File: config.mk
export PLATFORM = sky130hd
export DESIGN_NAME = datain_buf
export DESIGN_NICKNAME = d
export VERILOG_FILES = /design/src/rtl/noc_pkg.sv /design/src/rtl/datain_buf_ram.sv /design/src/rtl/datain_buf.sv
export SDC_FILE = /design/constraint.sdc
export NUM_CORES = 1
export LEC_CHECK = 0
export ABC_AREA = 1
export CORE_ASPECT_RATIO = 2
export CORE_MARGIN = 4
export CORE_UTILIZATION = 55
export DETAILED_ROUTE_END_ITERATION = 8
export PLACE_DENSITY = 0.81
export SYNTH_ARGS = -nofsm -noshare
export SYNTH_HDL_FRONTEND = slang
export SYNTH_SLANG_ARGS = --single-unit
File: constraint.sdc
create_clock -name clk -period 2.5 [get_ports clk]
set_input_delay 0.375 -clock clk [delete_from_list [all_inputs] [get_ports clk]]
set_output_delay 0.375 -clock clk [all_outputs]
set_load 0.05 [all_outputs]
File: src/rtl/noc_pkg.sv
// ---------------------------------------------------------------------------
// noc_pkg
// Shared definitions for the NoC local ejection/injection buffers.
//   NOC_FLIT_W    : default flit data width
//   NOC_PKT_FLITS : default flits per packet (also receive RAM depth)
//   NOC_ADDR_W    : default RAM address width (2**NOC_ADDR_W >= NOC_PKT_FLITS)
//   state_e       : packet FSM encoding, common to the injector side
// ---------------------------------------------------------------------------
package noc_pkg;

    localparam int NOC_FLIT_W    = 20;
    localparam int NOC_PKT_FLITS = 30;
    localparam int NOC_ADDR_W    = 5;

    typedef enum logic [1:0] {
        ST_IDLE = 2'd0,
        ST_RECV = 2'd1,
        ST_DONE = 2'd2
    } state_e;

endpackage : noc_pkg

File: src/rtl/datain_buf_ram.sv
// ---------------------------------------------------------------------------
// datain_buf_ram
// Simple dual-port RAM: one write port, one synchronous read port, read-first.
//   clk      : clock, both ports on posedge
//   rst_n    : asynchronous active-low reset of the read data register only
//   we       : write enable
//   wr_addr  : write address
//   wr_data  : write data
//   rd_addr  : read address
//   rd_data  : registered read data (1-cycle latency)
// The array holds 2**ADDR_W words so any address is in bounds; range
// limiting against the packet length is done by the caller.
// ---------------------------------------------------------------------------
module datain_buf_ram #(
    parameter int DATA_W = 20,
    parameter int ADDR_W = 5
) (
    input  logic              clk,
    input  logic              rst_n,
    input  logic              we,
    input  logic [ADDR_W-1:0] wr_addr,
    input  logic [DATA_W-1:0] wr_data,
    input  logic [ADDR_W-1:0] rd_addr,
    output logic [DATA_W-1:0] rd_data
);

    logic [DATA_W-1:0] mem [0:(1<<ADDR_W)-1];
    logic [DATA_W-1:0] rd_data_q;

    always_ff @(posedge clk) begin
        if (we) begin
            mem[wr_addr] <= wr_data;
        end
    end

    // Non-blocking read of the same array gives read-first behaviour on a
    // same-address collision: the old word is returned.
    always_ff @(posedge clk or negedge rst_n) begin
        if (!rst_n) begin
            rd_data_q <= '0;
        end else begin
            rd_data_q <= mem[rd_addr];
        end
    end

    assign rd_data = rd_data_q;

endmodule : datain_buf_ram

File: src/rtl/datain_buf.sv
// ---------------------------------------------------------------------------
// datain_buf
// Receive-side packet sink for a NoC node's local ejection port. Captures a
// fixed-length packet of flits into RAM, accumulates a wrapping checksum and
// reports completion and protocol errors. Always ready (no back-pressure).
//   clk       : clock
//   RST       : asynchronous active-low reset
//   enable    : receive enable
//   clear     : synchronous return to IDLE, zeroes count/checksum/flags
//   datain    : incoming flit
//   in_valid  : datain valid this cycle
//   rd_addr   : readback address
//   rd_data   : readback data, registered; 0 for addresses past the packet
//   recv_cnt  : flits accepted so far
//   checksum  : sum of accepted flits modulo 2**FLIT_W
//   done      : full packet received
//   drop_err  : sticky, in_valid while enable low before the packet finished
//   ovf_err   : sticky, in_valid after the packet finished
// ---------------------------------------------------------------------------
module datain_buf
    import noc_pkg::*;
#(
    parameter int FLIT_W    = NOC_FLIT_W,
    parameter int PKT_FLITS = NOC_PKT_FLITS,
    parameter int ADDR_W    = NOC_ADDR_W
) (
    input  logic              clk,
    input  logic              RST,
    input  logic              enable,
    input  logic              clear,
    input  logic [FLIT_W-1:0] datain,
    input  logic              in_valid,
    input  logic [ADDR_W-1:0] rd_addr,
    output logic [FLIT_W-1:0] rd_data,
    output logic [ADDR_W-1:0] recv_cnt,
    output logic [FLIT_W-1:0] checksum,
    output logic              done,
    output logic              drop_err,
    output logic              ovf_err
);

    state_e              state_q,    state_d;
    logic [ADDR_W-1:0]   wr_addr_q,  wr_addr_d;
    logic [ADDR_W-1:0]   recv_cnt_q, recv_cnt_d;
    logic [FLIT_W-1:0]   checksum_q, checksum_d;
    logic                done_q,     done_d;
    logic                drop_err_q, drop_err_d;
    logic                ovf_err_q,  ovf_err_d;
    logic                rd_oor_q,   rd_oor_d;

    logic                accept;
    logic [FLIT_W-1:0]   ram_rd_data;

    // clear wins over everything, so a flit presented with it is never written.
    assign accept = in_valid && enable && (state_q != ST_DONE) && !clear;

    always_comb begin
        state_d    = state_q;
        wr_addr_d  = wr_addr_q;
        recv_cnt_d = recv_cnt_q;
        checksum_d = checksum_q;
        done_d     = done_q;
        drop_err_d = drop_err_q;
        ovf_err_d  = ovf_err_q;

        if (clear) begin
            state_d    = ST_IDLE;
            wr_addr_d  = '0;
            recv_cnt_d = '0;
            checksum_d = '0;
            done_d     = 1'b0;
            drop_err_d = 1'b0;
            ovf_err_d  = 1'b0;
        end else begin
            unique case (state_q)
                ST_IDLE, ST_RECV: begin
                    if (accept) begin
                        recv_cnt_d = recv_cnt_q + ADDR_W'(1);
                        checksum_d = checksum_q + datain;
                        // Covers the single-flit packet too: IDLE goes
                        // straight to DONE when the last address is 0.
                        if (wr_addr_q == ADDR_W'(PKT_FLITS - 1)) begin
                            state_d   = ST_DONE;
                            wr_addr_d = '0;
                            done_d    = 1'b1;
                        end else begin
                            state_d   = ST_RECV;
                            wr_addr_d = wr_addr_q + ADDR_W'(1);
                        end
                    end else if (in_valid && !enable) begin
                        drop_err_d = 1'b1;
                    end
                end
                ST_DONE: begin
                    if (in_valid) begin
                        ovf_err_d = 1'b1;
                    end
                end
                default: begin
                    state_d = ST_IDLE;
                end
            endcase
        end
    end

    // Remember whether the address being read lies past the packet so the
    // RAM word can be masked in the same cycle it appears.
    always_comb begin
        rd_oor_d = (int'(rd_addr) >= PKT_FLITS);
    end

    always_ff @(posedge clk or negedge RST) begin
        if (!RST) begin
            state_q    <= ST_IDLE;
            wr_addr_q  <= '0;
            recv_cnt_q <= '0;
            checksum_q <= '0;
            done_q     <= 1'b0;
            drop_err_q <= 1'b0;
            ovf_err_q  <= 1'b0;
            rd_oor_q   <= 1'b0;
        end else begin
            state_q    <= state_d;
            wr_addr_q  <= wr_addr_d;
            recv_cnt_q <= recv_cnt_d;
            checksum_q <= checksum_d;
            done_q     <= done_d;
            drop_err_q <= drop_err_d;
            ovf_err_q  <= ovf_err_d;
            rd_oor_q   <= rd_oor_d;
        end
    end

    datain_buf_ram #(
        .DATA_W (FLIT_W),
        .ADDR_W (ADDR_W)
    ) u_ram (
        .clk     (clk),
        .rst_n   (RST),
        .we      (accept),
        .wr_addr (wr_addr_q),
        .wr_data (datain),
        .rd_addr (rd_addr),
        .rd_data (ram_rd_data)
    );

    assign rd_data  = rd_oor_q ? '0 : ram_rd_data;
    assign recv_cnt = recv_cnt_q;
    assign checksum = checksum_q;
    assign done     = done_q;
    assign drop_err = drop_err_q;
    assign ovf_err  = ovf_err_q;

endmodule : datain_buf

==> results of run 1 <==
==> routing by layer <==
metal  up-vias  track usage (%)  share of wire [%]
li1       8759                -                  -
met1      9615             28.8                 32
met2      1055             50.3                 56
met3       261             3.01                6.0
met4         2             16.6                6.7
met5         -                0              0.014
==> metrics by stage <==
stage	worst slack (ps)	setup TNS, ps
after global placement	-111	-319
after global routing	27.4	0
after detailed placement	-128	-530
after floorplan	374	0
final	64.7	0
after CTS	0.0568	0
==> power by group through the flow <==
stage | registers [W] | clock network (W) | logic (W)
floorplan | 0.0132 | 0 | 0.00117
global placement | 0.0132 | 0 | 0.00214
detailed placement | 0.0132 | 0 | 0.00220
CTS | 0.0129 | 0.00888 | 0.00223
global route | 0.0129 | 0.00930 | 0.00240
finish | 0.0129 | 0.00881 | 0.00224
==> path summary, 6_finish.rpt <==
check                                to   startpoint
setup / recovery            rd_data[12]     rd_oor_q
hold / removal                 rd_oor_q   rd_addr[4]
setup reg to reg           checksum[18]  checksum[8]
hold reg to reg                 ovf_err      ovf_err
max in group asynchronous  wr_addr_q[2]          RST
min in group asynchronous   checksum[6]          RST
==> worst max-delay path, stage by stage (launching register included) <==
cell and delay (ps):
sky130_fd_sc_hd__dfrtp_1 470, sky130_fd_sc_hd__nor2_1 150, sky130_fd_sc_hd__clkdlybuf4s50_1 830
==> logic make-up (layout without fill, tap and decap cells) <==
group           after synthesis  count (layout)  synth area share (%)
mux                          40              40                  1.38
xor+xnor                      3               3                0.0908
compound gates              369             369                  7.33
fa+ha+maj                    25              25                  1.11
buf+inv                     200             379                  3.47
simple gates               1089            1089                  15.4
flops                       696             696                  71.3
==> timing repair <==
item	in CTS	in global routing
gates resized for setup	1	1
endpoints found under the setup margin	1	1
hold endpoints to repair	28	0
hold buffers	1	0
==> cells in the final DEF (no fill, tap or decap), drive strengths merged, types with 2 or more instances in the layout <==
cell type,Yosys,layout
o31ai,2,2
dfrtp,56,56
ha,24,24
xnor2,2,2
clkbuf,54,68
nand3,115,115
buf,68,144
a22o,3,3
or2,41,41
nor2,250,250
bufinv,0,6
mux2i,40,40
clkinv,1,21
nor3,23,23
nand4,2,2
clkinvlp,0,3
nand3b,6,6
o22ai,80,80
inv,77,80
edfxtp,640,640
a21oi,85,85
a211oi,20,20
nand2,650,650
o21ai,177,177
clkdlybuf4s50,0,54
==> flip-flops by register name (all words and copies together) (netlist names) <==
| name | cells |
|---|---|
| u_ram.mem | 640 |
| wr_addr_q | 5 |
| rd_oor_q | 1 |
| drop_err | 1 |
| done | 1 |
| ovf_err | 1 |
| checksum | 20 |
| state_q | 2 |
| recv_cnt | 5 |
| u_ram.rd_data | 20 |
==> layout make-up <==
class	count	area share [%]
clock buffers	68	4.42
clock inverters	32	1.01
inverters	78	0.905
multi-input cells	1526	22.3
flip-flops and latches	696	62.2
well taps	660	2.49
repair buffers	201	6.73
==> results.txt, run 1 <==
----------------------------------------------------
[CTS]
  Worst-path clk slew ... about 70 ps
  Buffer cell driving the clock tree root ... sky130_fd_sc_hd__clkbuf_16
  Clock insertion delay at the later pin of the skew report ... 610 ps
  Cts bufs inserted ... 53
  Buffers from clock root to sink, at most ... 3
  Postcts setup bufs ... 0
  Number of sinks handled by clock tree synthesis ... 696
  Depth of the CTS H-tree ... 2
  CTS tree ... yes

[Cells and area]
  Footprint of the multi-input gates ... about 7400 µm²
  Final-stage net count ... 2611
  Post-Route Utilization ... 63.8%
  Area grow syn2layout ... 14.6%
  Share of cells above drive strength 1 ... approximately an eighth
  N_diodes ... 0
  Area taken by flip-flops and latches ... 20600 µm²
  Filler instances ... 3657
  Cell Count, Final, Fillers Out ... about 3300
  Post-route design area ... ~33000 µm²

[Flow run]
  Max-cap violations ... 0

[Power]
  Power share of the sequential group ... 53.9%
  Power per standard cell area ... a little over 700 nW/µm²
  Sw frac ... 23.6%
  Net Switching ... between 0.005 and 0.006 W
  Clock network fraction of design power ... a little under two fifths
  Largest voltage drop on the vdd net ... 0.679 mV
  Leak pwr ... 12.2 nW
  Internal power ... 0.0183 W
  Total Power Consumption ... 0.0240 W
  Part of the power in combinational logic ... 9.3%

[Logic synthesis]
  Post-synth EDFFs ... between 600 and 700
  Area leader, netlist ... sky130_fd_sc_hd__edfxtp_1
  Post-synth top cells ... 640 x sky130_fd_sc_hd__edfxtp_1, 631 x sky130_fd_sc_hd__nand2_1, 250 x sky130_fd_sc_hd__nor2_1
  #FFs+latches synth ... just under 700
  Number of warnings reported in the yosys synthesis log ... 0
  Synth Cell Area ... about 29000 µm²
  Top cells by area, synth ... sky130_fd_sc_hd__edfxtp_1 66%, sky130_fd_sc_hd__nand2_1 8.2%, sky130_fd_sc_hd__dfrtp_1 4.8%
  Synthesized net count ... 2477
  Number of distinct library cells after synthesis ... 35
  Synthesized netlist cell count ... 2422
  Mean instance size in the synthesized netlist ... 11.9 µm²
  Cell with the most instances after synthesis ... sky130_fd_sc_hd__edfxtp_1
  Share of synthesized flip-flops with an asynchronous set or reset ... 8.05%
  Sequential share of the synthesized area ... 71.3%
  Yosys top cell area share ... between 60% and 70%
  Main flop type after synthesis ... sky130_fd_sc_hd__edfxtp_1

[Global routing]
  First-pass GRT wire length ... 116 mm
  Grt total ovfl ... 0
  Antenna violations before repair ... 1
  Number of global-route vias before repair ... 20200
  Largest net degree at the start of global routing ... 104
  GRT Resource Usage Total ... 27.1%

[Die]
  Cell row count ... 118
  Ports placed on the boundary ... 78
  Height of the chip ... 332 µm
  Initial Utilization ... 55.7%
  Die Wd ... 170 µm
  Placeable core area ... 52000 µm²
  Area of the die ... 56600 µm²

[Timing]
  Final-report max-slew violation count ... 0
  Peak clock frequency supported by timing ... between 400 and 500 MHz
  Setup repair after global routing missed its margin ... false
  Final critical-path required period ... around 2400 ps
  Transition time at the pin with the least slew margin ... 864 ps
  Portion of the clock cycle consumed by the worst path in the final layout ... between 90% and 100%
  Max-slew headroom ... 42.4%
  Worst hold slack ... 421 ps
  Setup violation total in the final timing report ... 0
  Fin. Hold Viols ... 0
  Maximum clock skew at final layout ... 30.2 ps

[Placed design]
  Dpl cell area ... 31400 µm²
  Final weighted congestion of routability-driven global placement ... between 0.9 and 1
  Estimated wirelength of the detail-placed design ... 50.9 mm
  Number of buffer cells added on primary ports ... 77
  Post-Place Cells ... between 3000 and 4000

[Critical path]
  Start-to-end type of the worst setup path ... reg -> out
  Kind of start point of the critical path ... flip-flop
  Flop-to-flop setup slack ... 360 ps
  Critical path data required time ... 2120 ps
  Count of cells along the worst register-to-register path ... 9
  Crit end category ... primary output
  Biggest fanout along the worst timing path ... 9
  Endpoint arrival time on the critical path ... 2060 ps

[Routing]
  Routed vias ... 19700
  First-pass iteration count of the detailed router ... 6
  Total wirelength of the detailed-routed design ... 77.4 mm
  Remaining routing DRC violations ... 0
  Starting DRT DRC Count ... around 2000
  Avg WL per Cell ... between 20 and 25 µm
  Antenna violation net count after detailed routing ... 0
  DR vias/cell ... a little over 6

[Min path]
  Hold Crit Depth ... 3
  Path class of the lowest-slack min-delay path ... in -> reg

[Run status]
  Run status ... finished, final reports clean

----------------------------------------------------
Power figures use the tool's default switching activity.
==> run 2, diff against run 1 <==
--- a/config.mk
+++ b/config.mk
@@ -12,3 +12,3 @@
 export DETAILED_ROUTE_END_ITERATION = 8
-export PLACE_DENSITY = 0.81
+export PLACE_DENSITY = 0.78
 export SYNTH_ARGS = -nofsm -noshare
@@ -16 +16,2 @@
 export SYNTH_SLANG_ARGS = --single-unit
+export TNS_END_PERCENT = 20
==> constraint.sdc (replaced) <==
create_clock -name clk -period 2.5 [get_ports clk]
set_input_delay 0.25 -clock clk [delete_from_list [all_inputs] [get_ports clk]]
set_output_delay 0.25 -clock clk [all_outputs]
set_load 0.05 [all_outputs]
==> results.txt, run 2 (synthesis gave the netlist of run 1 again) <==
----------------------------------------------------
[Run status]
  Run status ... finished, final reports clean

[Critical path]
  Library cell contributing the largest single delay on the critical path ... sky130_fd_sc_hd__dfrtp_1
  Crit path cell chain ... ha_1, nand2_1, nand3_1, nand2_1, nand3_1, nand2_1, nand3b_1, nand3_1, nand2_1
  Endpoint arrival time on the critical path ... 2820 ps (+760 ps)
  Critical path data required time ... 2990 ps (+870 ps)
  Buffering stage count on the worst path with inverters included ... 0 (-1)
  Most used cell along the critical path ... sky130_fd_sc_hd__nand2_1
  Instance count on the critical path ... 9 (+7)
  Biggest fanout along the worst timing path ... 6 (-3)
  Start-to-end type of the worst setup path ... reg -> reg
  Crit end category ... flip-flop
  Biggest cell delay along the critical path ... 500 ps (-330 ps)
  Crit-path leading delay family ... simple AND/OR/NAND/NOR gates
  Kind of start point of the critical path ... flip-flop
  Count of cells along the worst register-to-register path ... 9 (unchanged)

[Global routing]
  Largest net degree at the start of global routing ... 81 (-22%)
  First-pass GRT wire length ... 117 mm (+0.57%)
  Antenna violations before repair ... 2 (+1)
  GRT Resource Usage Total ... 27.7% (+0.58 points)
  Grt total ovfl ... 0 (unchanged)
  Number of global-route vias before repair ... 19800 (-1.7%)

[Cells and area]
  Leading cell types in the layout, fill and taps excluded ... 640 x sky130_fd_sc_hd__edfxtp_1, 630 x sky130_fd_sc_hd__nand2_1, 218 x sky130_fd_sc_hd__nor2_1
  Area grow syn2layout ... 15.1%
  Filler instances ... 3760 (+2.8%)
  Largest register by flop count ... u_ram.mem
  Post-route design area ... 33300 µm² (+0.39%)
  Largest register FFs ... 640 (unchanged)
  Most frequent standard cell in the layout excluding fill and tap cells ... sky130_fd_sc_hd__edfxtp_1
  Post-Route Utilization ... 64.1% (+0.25 points)
  Final-stage net count ... 2614 (+0.11%)
  Share of cells above drive strength 1 ... 13.1% (-0.16 points)

[Placed design]
  Final weighted congestion of routability-driven global placement ... 0.994 (+10%)
  Estimated wirelength of the detail-placed design ... 52.6 mm (+3.3%)
  Setup slack after placement ... -85.7 ps (+42.2 ps)
  Dpl cell area ... 31500 µm² (+0.36%)
  Number of buffer cells added on primary ports ... 77 (unchanged)

[CTS]
  Worst-path clk slew ... 70 ps (about the same)
  Clock insertion delay at the later pin of the skew report ... 620 ps (about the same)
  Cts bufs inserted ... 52 (-1.9%)
  CTS tree ... yes
  Buffer cell driving the clock tree root ... sky130_fd_sc_hd__clkbuf_16
  Number of sinks handled by clock tree synthesis ... 696 (unchanged)
  Depth of the CTS H-tree ... 2 (unchanged)
  Buffers from clock root to sink, at most ... 3 (unchanged)

[Die]
  Ports placed on the boundary ... 78 (unchanged)
  Area of the die ... 56600 µm² (unchanged)
  Die Wd ... 170 µm (unchanged)
  Cell row count ... 118 (unchanged)
  Height of the chip ... 332 µm (unchanged)
  Initial Utilization ... 55.7% (unchanged)
  Placeable core area ... 52000 µm² (unchanged)

[Timing]
  Final critical-path required period ... 2340 ps (-98.7 ps)
  Worst hold slack ... 292 ps (-129 ps)
  Portion of the clock cycle consumed by the worst path in the final layout ... 93.5% (-3.9 points)
  Setup repair after global routing missed its margin ... false
  Setup violation total in the final timing report ... 0 (unchanged)
  Maximum clock skew at final layout ... 31.8 ps (+1.65 ps)
  Transition time at the pin with the least slew margin ... 1030 ps (+161 ps)
  Minimum setup slack in the final design ... 163 ps (+98.7 ps)
  Max-slew headroom ... 31.7% (-11 points)
  Fin. Hold Viols ... 0 (unchanged)
  Final-report max-slew violation count ... 0 (unchanged)
  Peak clock frequency supported by timing ... 428 MHz (+4.2%)

[Min path]
  Path class of the lowest-slack min-delay path ... in -> reg
  Hold Crit Depth ... 3 (unchanged)

[Power]
  Power per standard cell area ... 724 nW/µm² (+0.24%)
  Total Power Consumption ... 0.0241 W (+0.63%)
  Leak pwr ... 12.2 nW (+0.34%)
  Largest voltage drop on the vdd net ... 0.688 mV (+1.3%)

[Routing]
  Antenna violation net count after detailed routing ... 0 (unchanged)
  Routed vias ... 19500 (-0.91%)
  First-pass iteration count of the detailed router ... 5 (-1)
  Starting DRT DRC Count ... 1770 (-9.8%)
  Avg WL per Cell ... 24.2 µm (+1.9%)
  Remaining routing DRC violations ... 0 (unchanged)
  DR vias/cell ... 5.98 (-1.0%)
  Total wirelength of the detailed-routed design ... 78.9 mm (+2.0%)

[Flow run]
  Max-cap violations ... 0 (unchanged)

----------------------------------------------------
[run 2: metrics by stage]
stage                     std cells  TNS, ps
after floorplan                2422        0
after global placement         3164     -197
after detailed placement       3164     -255
after CTS                      3263        0
after global routing           3264        0
final                          3264        0
[run 2: power by group]
group / internal [W] / leakage [nW] / total, W / switching, W
sequential: 0.0128 / 6.48 / 0.0129 / 0.0000917
clock: 0.00488 / 0.889 / 0.00892 / 0.00404
combinational: 0.000672 / 4.87 / 0.00227 / 0.00160
[run 2: area by class of cell]
cell class / count / area [µm²] / share of cell area [%]
repair buffers: 205 / 2330 / 6.99
clock inverters: 38 / 435 / 1.31
clock buffers: 60 / 1390 / 4.18
inverters: 78 / 300 / 0.902
flip-flops and latches: 696 / 20600 / 61.9
diodes: 1 / 2.50 / 0.00751
well taps: 660 / 826 / 2.48
multi-input cells: 1526 / 7390 / 22.2
[run 2: worst reg2reg max path, stage by stage, from the launching register on]
cell and delay (ps):
sky130_fd_sc_hd__dfrtp_1 500, sky130_fd_sc_hd__ha_1 420, sky130_fd_sc_hd__nand2_1 130, sky130_fd_sc_hd__nand3_1 340, sky130_fd_sc_hd__nand2_1 170, sky130_fd_sc_hd__nand3_1 250
sky130_fd_sc_hd__nand2_1 180, sky130_fd_sc_hd__nand3b_1 90, sky130_fd_sc_hd__nand3_1 90, sky130_fd_sc_hd__nand2_1 50
[run 2: worst paths after layout]
kind	from	end	slack, ps
max	checksum[2]	checksum[15]	160
min	in_valid	ovf_err	290
max reg2reg	checksum[2]	checksum[15]	160
min reg2reg	done	done	520
max in group asynchronous	RST	state_q[0]	1410
min in group asynchronous	RST	u_ram.rd_data[8]	370
[run 2: repair_timing]
item	CTS	global route
hold endpoints to repair	31	0
buffers inserted	0	0
hold buffers	1	0
endpoints found under the setup margin	20	0
gates resized for setup	30	0
[run 2: metal layers]
metal / vias to the layer above / share of wire, % / global-route usage [%] / wire [µm]
met5: - / 0.024 / 0 / 19
met2: 998 / 56 / 52.5 / 44000
li1: 8754 / - / - / -
met4: 2 / 7.1 / 16.1 / 5600
met1: 9491 / 31 / 28.5 / 24400
met3: 267 / 6.2 / 3.45 / 4900
==> run 3, diff against run 2 <==
- CAP_MARGIN: not set -> 10
- CORE_ASPECT_RATIO: 2 -> not set
==> results.txt, run 3 (synthesis gave the netlist of run 1 again) <==
----------------------------------------------------
[Timing]
  Total negative slack for setup checks ... 0 ps (unchanged)
  Setup violation total in the final timing report ... 0 (unchanged)
  Minimum setup slack in the final design ... 76.8 ps (-86.6 ps)
  Final-report max-slew violation count ... 0 (unchanged)
  Portion of the clock cycle consumed by the worst path in the final layout ... 96.9% (+3.5 points)
  Peak clock frequency supported by timing ... 413 MHz (-3.6%)
  Final critical-path required period ... 2420 ps (+86.6 ps)
  Max-slew headroom ... 46.4% (+15 points)
  Maximum clock skew at final layout ... 20.0 ps (-11.8 ps)
  Fin. Hold Viols ... 0 (unchanged)
  Transition time at the pin with the least slew margin ... 802 ps (-224 ps)
  Setup repair after global routing missed its margin ... false
  Worst hold slack ... 237 ps (-54.4 ps)

[CTS]
  Depth of the CTS H-tree ... 3 (+1)
  Buffer cell driving the clock tree root ... sky130_fd_sc_hd__clkbuf_16
  Buffers from clock root to sink, at most ... 3 (unchanged)
  Cts bufs inserted ... 69 (+33%)
  Clock insertion delay at the later pin of the skew report ... 610 ps (about the same)
  CTS tree ... yes
  Number of sinks handled by clock tree synthesis ... 696 (unchanged)
  Worst-path clk slew ... 70 ps (about the same)
  Postcts setup bufs ... 0 (unchanged)

[Global routing]
  Largest net degree at the start of global routing ... 81 (unchanged)
  GRT Resource Usage Total ... 27.3% (-0.35 points)
  Grt total ovfl ... 0 (unchanged)
  Number of global-route vias before repair ... 19300 (-2.8%)
  First-pass GRT wire length ... 117 mm (-0.28%)
  Antenna violations before repair ... 2 (unchanged)

[Placed design]
  Estimated wirelength of the detail-placed design ... 48.5 mm (-7.8%)
  Number of buffer cells added on primary ports ... 77 (unchanged)
  Setup slack after placement ... 118 ps (+204 ps)
  Post-Place Cells ... 3166 (+0.063%)
  Final weighted congestion of routability-driven global placement ... 0.939 (-5.6%)

[Critical path]
  Kind of start point of the critical path ... flip-flop
  Reg-to-reg critical path endpoint ... checksum[16]
  Start-to-end type of the worst setup path ... reg -> out
  Flop-to-flop setup slack ... 560 ps (+400 ps)
  Critical path data required time ... 2250 ps (-740 ps)
  Worst flop-to-flop path startpoint ... checksum[0]
  Endpoint arrival time on the critical path ... 2170 ps (-650 ps)
  Count of cells along the worst register-to-register path ... 10 (+1)
  Crit end category ... primary output
  Biggest fanout along the worst timing path ... 11 (+5)

[Die]
  Placeable core area ... 51700 µm² (-0.49%)
  Ports placed on the boundary ... 78 (unchanged)
  Area of the die ... 56300 µm² (-0.39%)
  Height of the chip ... 237 µm (-29%)
  Die Wd ... 237 µm (+39%)
  Initial Utilization ... 55.9% (+0.27 points)
  Cell row count ... 83 (-30%)

[Power]
  Leak pwr ... 12.3 nW (+0.47%)
  Power per standard cell area ... 757 nW/µm² (+4.5%)
  Largest voltage drop on the vdd net ... 0.512 mV (-26%)
  Total Power Consumption ... 0.0253 W (+4.8%)

[Cells and area]
  Cell Count, Final, Fillers Out ... 3295 (+0.95%)
  Final-stage net count ... 2613 (-0.038%)
  Leading cell types in the layout, fill and taps excluded ... 640 x sky130_fd_sc_hd__edfxtp_1, 630 x sky130_fd_sc_hd__nand2_1, 218 x sky130_fd_sc_hd__nor2_1
  Largest register FFs ... 640 (unchanged)
  Area grow syn2layout ... 15.4%
  Most frequent standard cell in the layout excluding fill and tap cells ... sky130_fd_sc_hd__edfxtp_1
  Share of cells above drive strength 1 ... 12.6% (-0.51 points)
  Largest register by flop count ... u_ram.mem

[Run status]
  Run status ... finished, final reports clean

[Flow run]
  Max-cap violations ... 0 (unchanged)

[Routing]
  Starting DRT DRC Count ... 2246 (+27%)
  DR vias/cell ... 5.98 (about the same)
  Routed vias ... 19700 (+1.0%)
  Avg WL per Cell ... 23.8 µm (-1.7%)
  Remaining routing DRC violations ... 0 (unchanged)
  Antenna violation net count after detailed routing ... 0 (unchanged)
  First-pass iteration count of the detailed router ... 6 (+1)
  Total wirelength of the detailed-routed design ... 78.3 mm (-0.80%)

[Min path]
  Path class of the lowest-slack min-delay path ... in -> async

----------------------------------------------------
run 3: changes by cell type in the layout (fill, tap and decap cells not counted), sizes merged:
cell,change
clkbuf,+32
buf,-12
clkinv,+6
clkdlybuf4s15,-5
clkinvlp,-4
inv,-3
bufinv,-2
dlygate4sd2,-1
run 3: critical path: stages (launching register included):
cell,delay (ps)
sky130_fd_sc_hd__dfrtp_1,590
sky130_fd_sc_hd__buf_4,280
sky130_fd_sc_hd__nor2_1,140
sky130_fd_sc_hd__dlygate4sd2_1,550
run 3: layout make-up:
type,count,area (µm²)
Sequential cell,696,20600
Fill cell,3718,18300
Multi-Input combinational cell,1526,7390
Timing Repair Buffer,187,2050
Clock buffer,92,1840
Tap cell,680,851
Clock inverter,35,343
Inverter,78,300
Antenna cell,1,2.50
run 3: metal layers:
layer / track usage [%] / wire, µm / up-vias
li1: - / - / 8784
met1: 37.3 / 30200 / 9646
met2: 43.8 / 36700 / 1102
met3: 5.02 / 7690 / 183
met4: 11.8 / 3650 / 0
met5: 0 / 0 / -
run 3: worst max path at each step:
stage,startpoint,endpoint,depth (start not counted)
2_1_floorplan,wr_addr_q[1],u_ram.mem[29][0],6
3_3_place_gp,datain[0],checksum[12],12
3_5_place_dp,datain[0],checksum[16],12
4_1_cts,rd_oor_q,rd_data[8],3
5_1_grt,rd_oor_q,rd_data[8],3
6_report,rd_oor_q,rd_data[3],3
run 3: power breakdown:
group / switching, W / leakage [nW] / internal (W)
combinational: 0.00159 / 4.75 / 0.000619
clock: 0.00429 / 1.07 / 0.00584
sequential: 0.0000926 / 6.49 / 0.0128
total: 0.00598 / 12.3 / 0.0193
run 3: through the flow:
| stage | area (µm²) | utilization [%] |
|---|---|---|
| floorplan | 28900 | - |
| global placement | 31200 | 60.4 |
| detailed placement | 31200 | 60.4 |
| global route | 33400 | 64.6 |
| CTS | 33400 | 64.6 |
| finish | 33400 | 64.6 |
run 3: what timing repair did:
item,in CTS,in global routing
resized for setup,14,0
endpoints found under the setup margin,14,0
hold buffers,1,0
endpoints found under the hold margin,21,0
